===== src/rtl/sobel_row_fetch.sv =====
// -----------------------------------------------------------------------------
// sobel_row_fetch
//
// Producer side of the row interface that feeds sobel_accelerator. Image words
// are read from memory one at a time and kept as a 3-row sliding window:
// row1 is the top row, row2 the middle row and row3 the bottom row. Each full
// window is offered to the writer with a valid/ready handshake. The image is
// walked one vertical strip (word column) at a time, top to bottom, so every
// image row is read once per strip.
//
// Parameters
//   NUM_ACC      pixels produced per window (matches the accelerator count)
//   IDATA_WIDTH  width of one memory word and of each row bus
//   ADDR_WIDTH   memory word-address width; addresses wrap modulo 2^ADDR_WIDTH
//
// Ports
//   clk                  rising-edge clock
//   reset_b              asynchronous active-low reset; aborts any frame
//   ctl2srow_start       start pulse, only honoured while idle
//   ctl2srow_base_addr   word address of row 0 / chunk 0 (latched on start)
//   ctl2srow_num_rows    image height in rows (latched on start)
//   ctl2srow_num_chunks  words per image row (latched on start)
//   srow2ctl_busy        high whenever the block is not idle
//   srow2ctl_done        one-cycle pulse when a frame completes
//   srow2mem_rd_en       one-cycle read request
//   srow2mem_rd_addr     read word address, meaningful while rd_en is high
//   mem2srow_rd_data     read data, qualified by mem2srow_rd_valid
//   mem2srow_rd_valid    read data valid, one or more cycles after rd_en
//   srow2sacc_row1_data  top row of the window
//   srow2sacc_row2_data  middle row of the window
//   srow2sacc_row3_data  bottom row of the window
//   srow2swt_valid       window valid
//   swt2srow_ready       writer accepts the window (transfer on valid & ready)
//   srow2swt_out_row     image row index of row1 for the presented window
//   srow2swt_out_chunk   chunk (word column) index of the presented window
// -----------------------------------------------------------------------------
`timescale 1ns/1ps

module sobel_row_fetch #(
    parameter int NUM_ACC     = 8,
    parameter int IDATA_WIDTH = (NUM_ACC + 2) * 8,
    parameter int ADDR_WIDTH  = 16
) (
    input  logic                   clk,
    input  logic                   reset_b,
    input  logic                   ctl2srow_start,
    input  logic [ADDR_WIDTH-1:0]  ctl2srow_base_addr,
    input  logic [9:0]             ctl2srow_num_rows,
    input  logic [7:0]             ctl2srow_num_chunks,
    output logic                   srow2ctl_busy,
    output logic                   srow2ctl_done,
    output logic                   srow2mem_rd_en,
    output logic [ADDR_WIDTH-1:0]  srow2mem_rd_addr,
    input  logic [IDATA_WIDTH-1:0] mem2srow_rd_data,
    input  logic                   mem2srow_rd_valid,
    output logic [IDATA_WIDTH-1:0] srow2sacc_row1_data,
    output logic [IDATA_WIDTH-1:0] srow2sacc_row2_data,
    output logic [IDATA_WIDTH-1:0] srow2sacc_row3_data,
    output logic                   srow2swt_valid,
    input  logic                   swt2srow_ready,
    output logic [9:0]             srow2swt_out_row,
    output logic [7:0]             srow2swt_out_chunk
);

    localparam logic [ADDR_WIDTH-1:0] ADDR_ONE = ADDR_WIDTH'(1);

    typedef enum logic [2:0] {
        S_IDLE    = 3'd0,
        S_FETCH   = 3'd1,
        S_WAIT    = 3'd2,
        S_PRESENT = 3'd3,
        S_DONE    = 3'd4
    } state_t;

    state_t r_state;
    state_t w_next_state;

    // Latched frame configuration
    logic [9:0]             r_num_rows;
    logic [7:0]             r_num_chunks;

    // Traversal position
    logic [9:0]             r_row_idx;     // next image row to be read in this strip
    logic [7:0]             r_chunk_idx;   // current strip
    logic [1:0]             r_fill;        // rows held in the window, saturates at 3

    // Address generation: r_strip_addr = base + chunk_idx, and r_rd_addr steps
    // by num_chunks per read, so no multiplier is needed for row*num_chunks.
    logic [ADDR_WIDTH-1:0]  r_strip_addr;
    logic [ADDR_WIDTH-1:0]  r_rd_addr;

    // Window registers
    logic [IDATA_WIDTH-1:0] r_row1;
    logic [IDATA_WIDTH-1:0] r_row2;
    logic [IDATA_WIDTH-1:0] r_row3;

    logic                   r_done;

    logic                   w_cfg_ok;
    logic                   w_rd_take;
    logic                   w_accept;
    logic                   w_strip_end;
    logic                   w_more_chunks;
    logic                   w_next_strip;
    logic [1:0]             w_fill_inc;
    logic                   w_fetch;
    logic                   w_present;

    // A frame needs at least three rows to form one window and at least one chunk.
    assign w_cfg_ok      = (ctl2srow_num_rows >= 10'd3) && (ctl2srow_num_chunks != 8'd0);
    assign w_rd_take     = (r_state == S_WAIT) && mem2srow_rd_valid;
    assign w_accept      = (r_state == S_PRESENT) && swt2srow_ready;
    assign w_strip_end   = (r_row_idx == r_num_rows);
    // num_chunks is never 0 once a frame runs, so the subtraction cannot underflow.
    assign w_more_chunks = (r_chunk_idx < (r_num_chunks - 8'd1));
    assign w_next_strip  = w_accept && w_strip_end && w_more_chunks;
    assign w_fill_inc    = (r_fill == 2'd3) ? 2'd3 : (r_fill + 2'd1);

    // -------------------------------------------------------------------------
    // FSM state register
    // -------------------------------------------------------------------------
    always_ff @(posedge clk or negedge reset_b) begin
        if (!reset_b) begin
            r_state <= S_IDLE;
        end else begin
            r_state <= w_next_state;
        end
    end

    // -------------------------------------------------------------------------
    // FSM next state and state-decoded outputs
    // -------------------------------------------------------------------------
    always_comb begin
        w_next_state = r_state;
        w_fetch      = 1'b0;
        w_present    = 1'b0;
        case (r_state)
            S_IDLE: begin
                if (ctl2srow_start) begin
                    w_next_state = w_cfg_ok ? S_FETCH : S_DONE;
                end
            end
            S_FETCH: begin
                w_fetch      = 1'b1;
                w_next_state = S_WAIT;
            end
            S_WAIT: begin
                // Once the window is full (steady state) every read yields a window.
                if (mem2srow_rd_valid) begin
                    w_next_state = (w_fill_inc == 2'd3) ? S_PRESENT : S_FETCH;
                end
            end
            S_PRESENT: begin
                w_present = 1'b1;
                if (swt2srow_ready) begin
                    if (!w_strip_end || w_more_chunks) begin
                        w_next_state = S_FETCH;
                    end else begin
                        w_next_state = S_DONE;
                    end
                end
            end
            S_DONE: begin
                w_next_state = S_IDLE;
            end
            default: begin
                w_next_state = S_IDLE;
            end
        endcase
    end

    // -------------------------------------------------------------------------
    // Configuration, traversal counters, addresses and window registers
    // -------------------------------------------------------------------------
    always_ff @(posedge clk or negedge reset_b) begin
        if (!reset_b) begin
            r_num_rows   <= '0;
            r_num_chunks <= '0;
            r_row_idx    <= '0;
            r_chunk_idx  <= '0;
            r_fill       <= '0;
            r_strip_addr <= '0;
            r_rd_addr    <= '0;
            r_row1       <= '0;
            r_row2       <= '0;
            r_row3       <= '0;
        end else begin
            if ((r_state == S_IDLE) && ctl2srow_start) begin
                r_num_rows   <= ctl2srow_num_rows;
                r_num_chunks <= ctl2srow_num_chunks;
                r_row_idx    <= '0;
                r_chunk_idx  <= '0;
                r_fill       <= '0;
                r_strip_addr <= ctl2srow_base_addr;
                r_rd_addr    <= ctl2srow_base_addr;
            end

            // The address for the next row of this strip is one image row further.
            if (w_fetch) begin
                r_rd_addr <= r_rd_addr + ADDR_WIDTH'(r_num_chunks);
            end

            if (w_rd_take) begin
                r_row1    <= r_row2;
                r_row2    <= r_row3;
                r_row3    <= mem2srow_rd_data;
                r_row_idx <= r_row_idx + 10'd1;
                r_fill    <= w_fill_inc;
            end

            // Move to the top of the next strip; the window refills from empty.
            if (w_next_strip) begin
                r_chunk_idx  <= r_chunk_idx + 8'd1;
                r_row_idx    <= '0;
                r_fill       <= '0;
                r_strip_addr <= r_strip_addr + ADDR_ONE;
                r_rd_addr    <= r_strip_addr + ADDR_ONE;
            end
        end
    end

    // -------------------------------------------------------------------------
    // Done pulse: registered, so it appears the cycle after the DONE state
    // -------------------------------------------------------------------------
    always_ff @(posedge clk or negedge reset_b) begin
        if (!reset_b) begin
            r_done <= 1'b0;
        end else begin
            r_done <= (r_state == S_DONE);
        end
    end

    assign srow2ctl_busy       = (r_state != S_IDLE);
    assign srow2ctl_done       = r_done;
    assign srow2mem_rd_en      = w_fetch;
    assign srow2mem_rd_addr    = r_rd_addr;
    assign srow2sacc_row1_data = r_row1;
    assign srow2sacc_row2_data = r_row2;
    assign srow2sacc_row3_data = r_row3;
    assign srow2swt_valid      = w_present;
    // row_idx already points past the bottom row, so the top row is three back.
    // Indices are forced to 0 when no window is presented.
    assign srow2swt_out_row    = w_present ? (r_row_idx - 10'd3) : '0;
    assign srow2swt_out_chunk  = w_present ? r_chunk_idx : '0;

endmodule


===== config.mk =====
export PLATFORM = sky130hd
export DESIGN_NAME = sobel_row_fetch
export DESIGN_NICKNAME = d
export VERILOG_FILES = /design/src/rtl/sobel_row_fetch.sv
export SDC_FILE = /design/constraint.sdc
export NUM_CORES = 1
export LEC_CHECK = 0
export CAP_MARGIN = 20
export CORE_AREA = 2 2 183 185
export CTS_CLUSTER_DIAMETER = 60
export DETAILED_ROUTE_END_ITERATION = 12
export DIE_AREA = 0 0 185 187
export PLACE_DENSITY = 0.72
export SLEW_MARGIN = 10
export SYNTH_ARGS = -nofsm -noshare
export SYNTH_HDL_FRONTEND = slang
export SYNTH_SLANG_ARGS = --single-unit

===== constraint.sdc =====
create_clock -name clk -period 2.6 [get_ports clk]
set_input_delay 0.78 -clock clk [delete_from_list [all_inputs] [get_ports clk]]
set_output_delay 0.78 -clock clk [all_outputs]
set_load 0.05 [all_outputs]

==> impl_metrics.yaml <==
cells_and_area:
  final_cell_mix: "nand2_1 (816), clkdlybuf4s50_1 (353), dfrtp_1 (311), buf_4 (50), buf_12 (39)"
  layout.nets: 2176
  fillers: 2713
  multi_input_area_um2: 6060
  mostFrequentLayoutCell: "nand2_1"
  final_util_pct: 63.4
  regArea_um2: 7860
  drive_gt1_share_pct: 13.1
  area_growth_pct: 50.3
place:
  pre_cts_slack_ps: -198
  place.gp.congestion: 0.873
  place_hpwl_um: 30400
  port-buffer-count: 396
power:
  finalPower_mw: 32.2
  power.density_nw_per_um2: 1540
  p_leak_nw: 10.1
  worst_ir_drop_vdd_uv: 889
die:
  die_x_um: 185
  row_count: 67
  die_area_um2: 34600
  core_area_um2: 32900
  start_util_pct: 42.2
  ios: 397
  die_height_um: 187
yosys:
  ys_types: 56
  async_flop_share_pct: 100
  ys_ff_latch: 314
  syn_inst: 1607
  postSynthNetCount: 1746
  ys_warn_count: 0
  avgSynthCellArea_um2: 8.63
  synth_ff_type: "dfrtp_1"
  seq_area_frac_synth_pct: 56.6
  syn_area_um2: 13900
  synth_edf_count: 0
grt:
  grt_max_degree: 89
  overflow: 0
  grt_pass1_wl_um: 69700
  grt_pass1_vias: 12500
  antenna_found_initial: 4
  track_usage_pct: 25.4
clock_network:
  root_buffer: "clkbuf_16"
  clock_path_buffers: 3
  clk_pin_slew_ps: 60
  cts_buffers: 36
  clk_latency_ps: 530
  htreeDepth: 2
  clkSinkCount: 314
  cts_tree: "yes"
  hold_buffers: 0
sta:
  period_share_pct: 127
  period_minus_slack_ps: 3300
  report.final.slew_viol_count: 0
  max_slew.worst_pin.slew_ps: 621
  timing.final.ws_setup_ps: -700
  finClkSkew_ps: 20.8
  rsz0062_at_grt: "yes"
  setup_violations: 58
  relSlewSlack_pct: 58.5
  whs_ps: 153
  max_freq_ghz: 0.303
  tns_ps: -10640
  hold_violations: 0
drt:
  vias: 12400
  drt_iter0_markers: 885
  routedWlPerCell_um: 17.5
  drtPass1Iterations: 5
  drt_drc_violations_left: 0
  ant_nets: 0
  wirelength_um: 44000
  avgViaCountPerCell: 4.95
setup_path:
  worstPathMaxFanout: 2
  path_cells: "or4_4 > or3_4 > or3_4 > xnor2_2 > nor2_4 > buf_12"
  reg2reg_to: "srow2mem_rd_addr[11]"
  critPathArrivalTime_ps: 2520
  rrSetupSlack_ps: -350
  slowest_delay_ps: 540
  r2r_start: "r_num_chunks[5]"
  critPathKind: "reg -> out"
  critPathRequiredTime_ps: 1820
  critPathBufInv: 1
  start_kind: "register"
  endpoint_kind: "primary output"
  reg2reg_depth: 11
  crit_family: "simple AND/OR/NAND/NOR gates"
  cpMostUsedCell: "or3_4"
  slowest_stage: "or4_4"
worst_hold_path:
  min_path_type: "in -> async"
outcome:
  violations: "setup timing"
  status: "finished, violations left"
job:
  max-cap-violations: 0
-- cell type report --
class	count	share of cell area [%]
clock inverter	10	0.402
inverter	19	0.360
multi-input combinational	1186	29.1
timing repair buffer	479	24.6
clock buffer	52	5.14
timing repair inverter	1	0.0360
sequential	314	37.7
antenna	2	0.0240
tap	448	2.69
-- worst reg2reg max path, stage by stage (launching register included) --
cell and delay (ps):
dfrtp_1 370, or4_4 550, nor4_4 150, xnor2_1 170, ha_1 290, a21oi_2 190, o21ai_4 100, a211o_4 330
nor2_8 220, buf_12 150, mux2i_2 210, o31a_1 160
-- worst max-delay path by stage --
stage | to | startpoint | slack [ps] | cells past startpoint
2_1_floorplan | srow2swt_out_row[9] | r_row_idx[5] | -340 | 6
3_3_place_gp | srow2swt_out_row[9] | r_row_idx[5] | -180 | 6
3_5_place_dp | srow2mem_rd_addr[11] | r_num_chunks[5] | -200 | 11
4_1_cts | srow2swt_out_row[9] | r_row_idx[5] | -720 | 6
5_1_grt | srow2swt_out_row[9] | r_row_idx[5] | -770 | 6
6_report | srow2swt_out_row[9] | r_row_idx[5] | -700 | 6
-- synth_stat cells, drive strengths merged, types with 2 or more instances --
cell,n,area (um^2)
nand2,821,3080
dfrtp,314,7860
clkbuf,62,234
a21oi,52,260
o21ai,37,196
xnor2,37,339
nor2,36,154
buf,26,141
nand3,24,120
ha,19,238
inv,19,71.3
and3,15,93.8
nor3,14,75.1
o211ai,14,105
and2,13,81.3
xor2,12,105
a211oi,9,67.6
o21a,9,67.6
nor4,7,50.1
nand4,6,43.8
or3,6,37.5
a31oi,5,31.3
mux2i,5,50.1
or4,5,41.3
a211o,4,35.0
a21o,4,30.0
and4,3,26.3
nand2b,3,18.8
nor3b,3,22.5
o221ai,3,26.3
o22ai,3,18.8
a22o,2,17.5
nor2b,2,12.5
o22a,2,17.5
o31a,2,17.5
o32ai,2,17.5
-- report_power, final --
group | switching, mW | leakage [nW] | internal, mW
logic | 12.2 | 5.56 | 6.30
registers | 1.74 | 4.01 | 7.04
clock network | 2.04 | 0.577 | 2.88
-- per-stage QoR --
step	instance area, um^2	instances
after CTS	20600	2500
after global placement	19000	2425
after detailed placement	19000	2425
final	20800	2511
after floorplan	14000	1607
after global routing	20800	2510
-- registers in the layout, indices dropped and copies added, names as in the netlist --
register	cells
srow2sacc_row2_data	80
r_state	3
r_row_idx	10
srow2sacc_row3_data	80
r_strip_addr	16
r_num_rows	10
r_num_chunks	8
srow2mem_rd_addr	16
srow2ctl_done	1
r_chunk_idx	8
srow2sacc_row1_data	80
r_fill	2
-- metal layers --
layer	part of all wire, %	up-vias	track usage (%)
met5	0.052	-	0
met4	3.5	4	9.52
li1	-	5991	-
met3	7.8	100	7.20
met2	48	433	41.3
met1	41	5906	32.4
-- what timing repair did --
action,in CTS,in global routing
pin swaps,31,17
resized for setup,90,55
setup endpoints to repair,73,80
gates cloned,2,1
buffers inserted,11,14
-- kinds of logic (layout without fill, tap and decap cells) --
kind of cell	Yosys count	in the layout	synth area share (%)
other	0	2	0
flip-flops	314	314	56.6
adder cells (fa/ha/maj)	20	20	1.86
buffers and inverters	107	561	3.22
multiplexers	5	5	0.361
XOR/XNOR	49	49	3.20
AO/OA/AOI/OAI	150	150	6.67
AND/OR/NAND/NOR	962	962	28.0
Note: power is estimated with default switching activity, not from simulation.
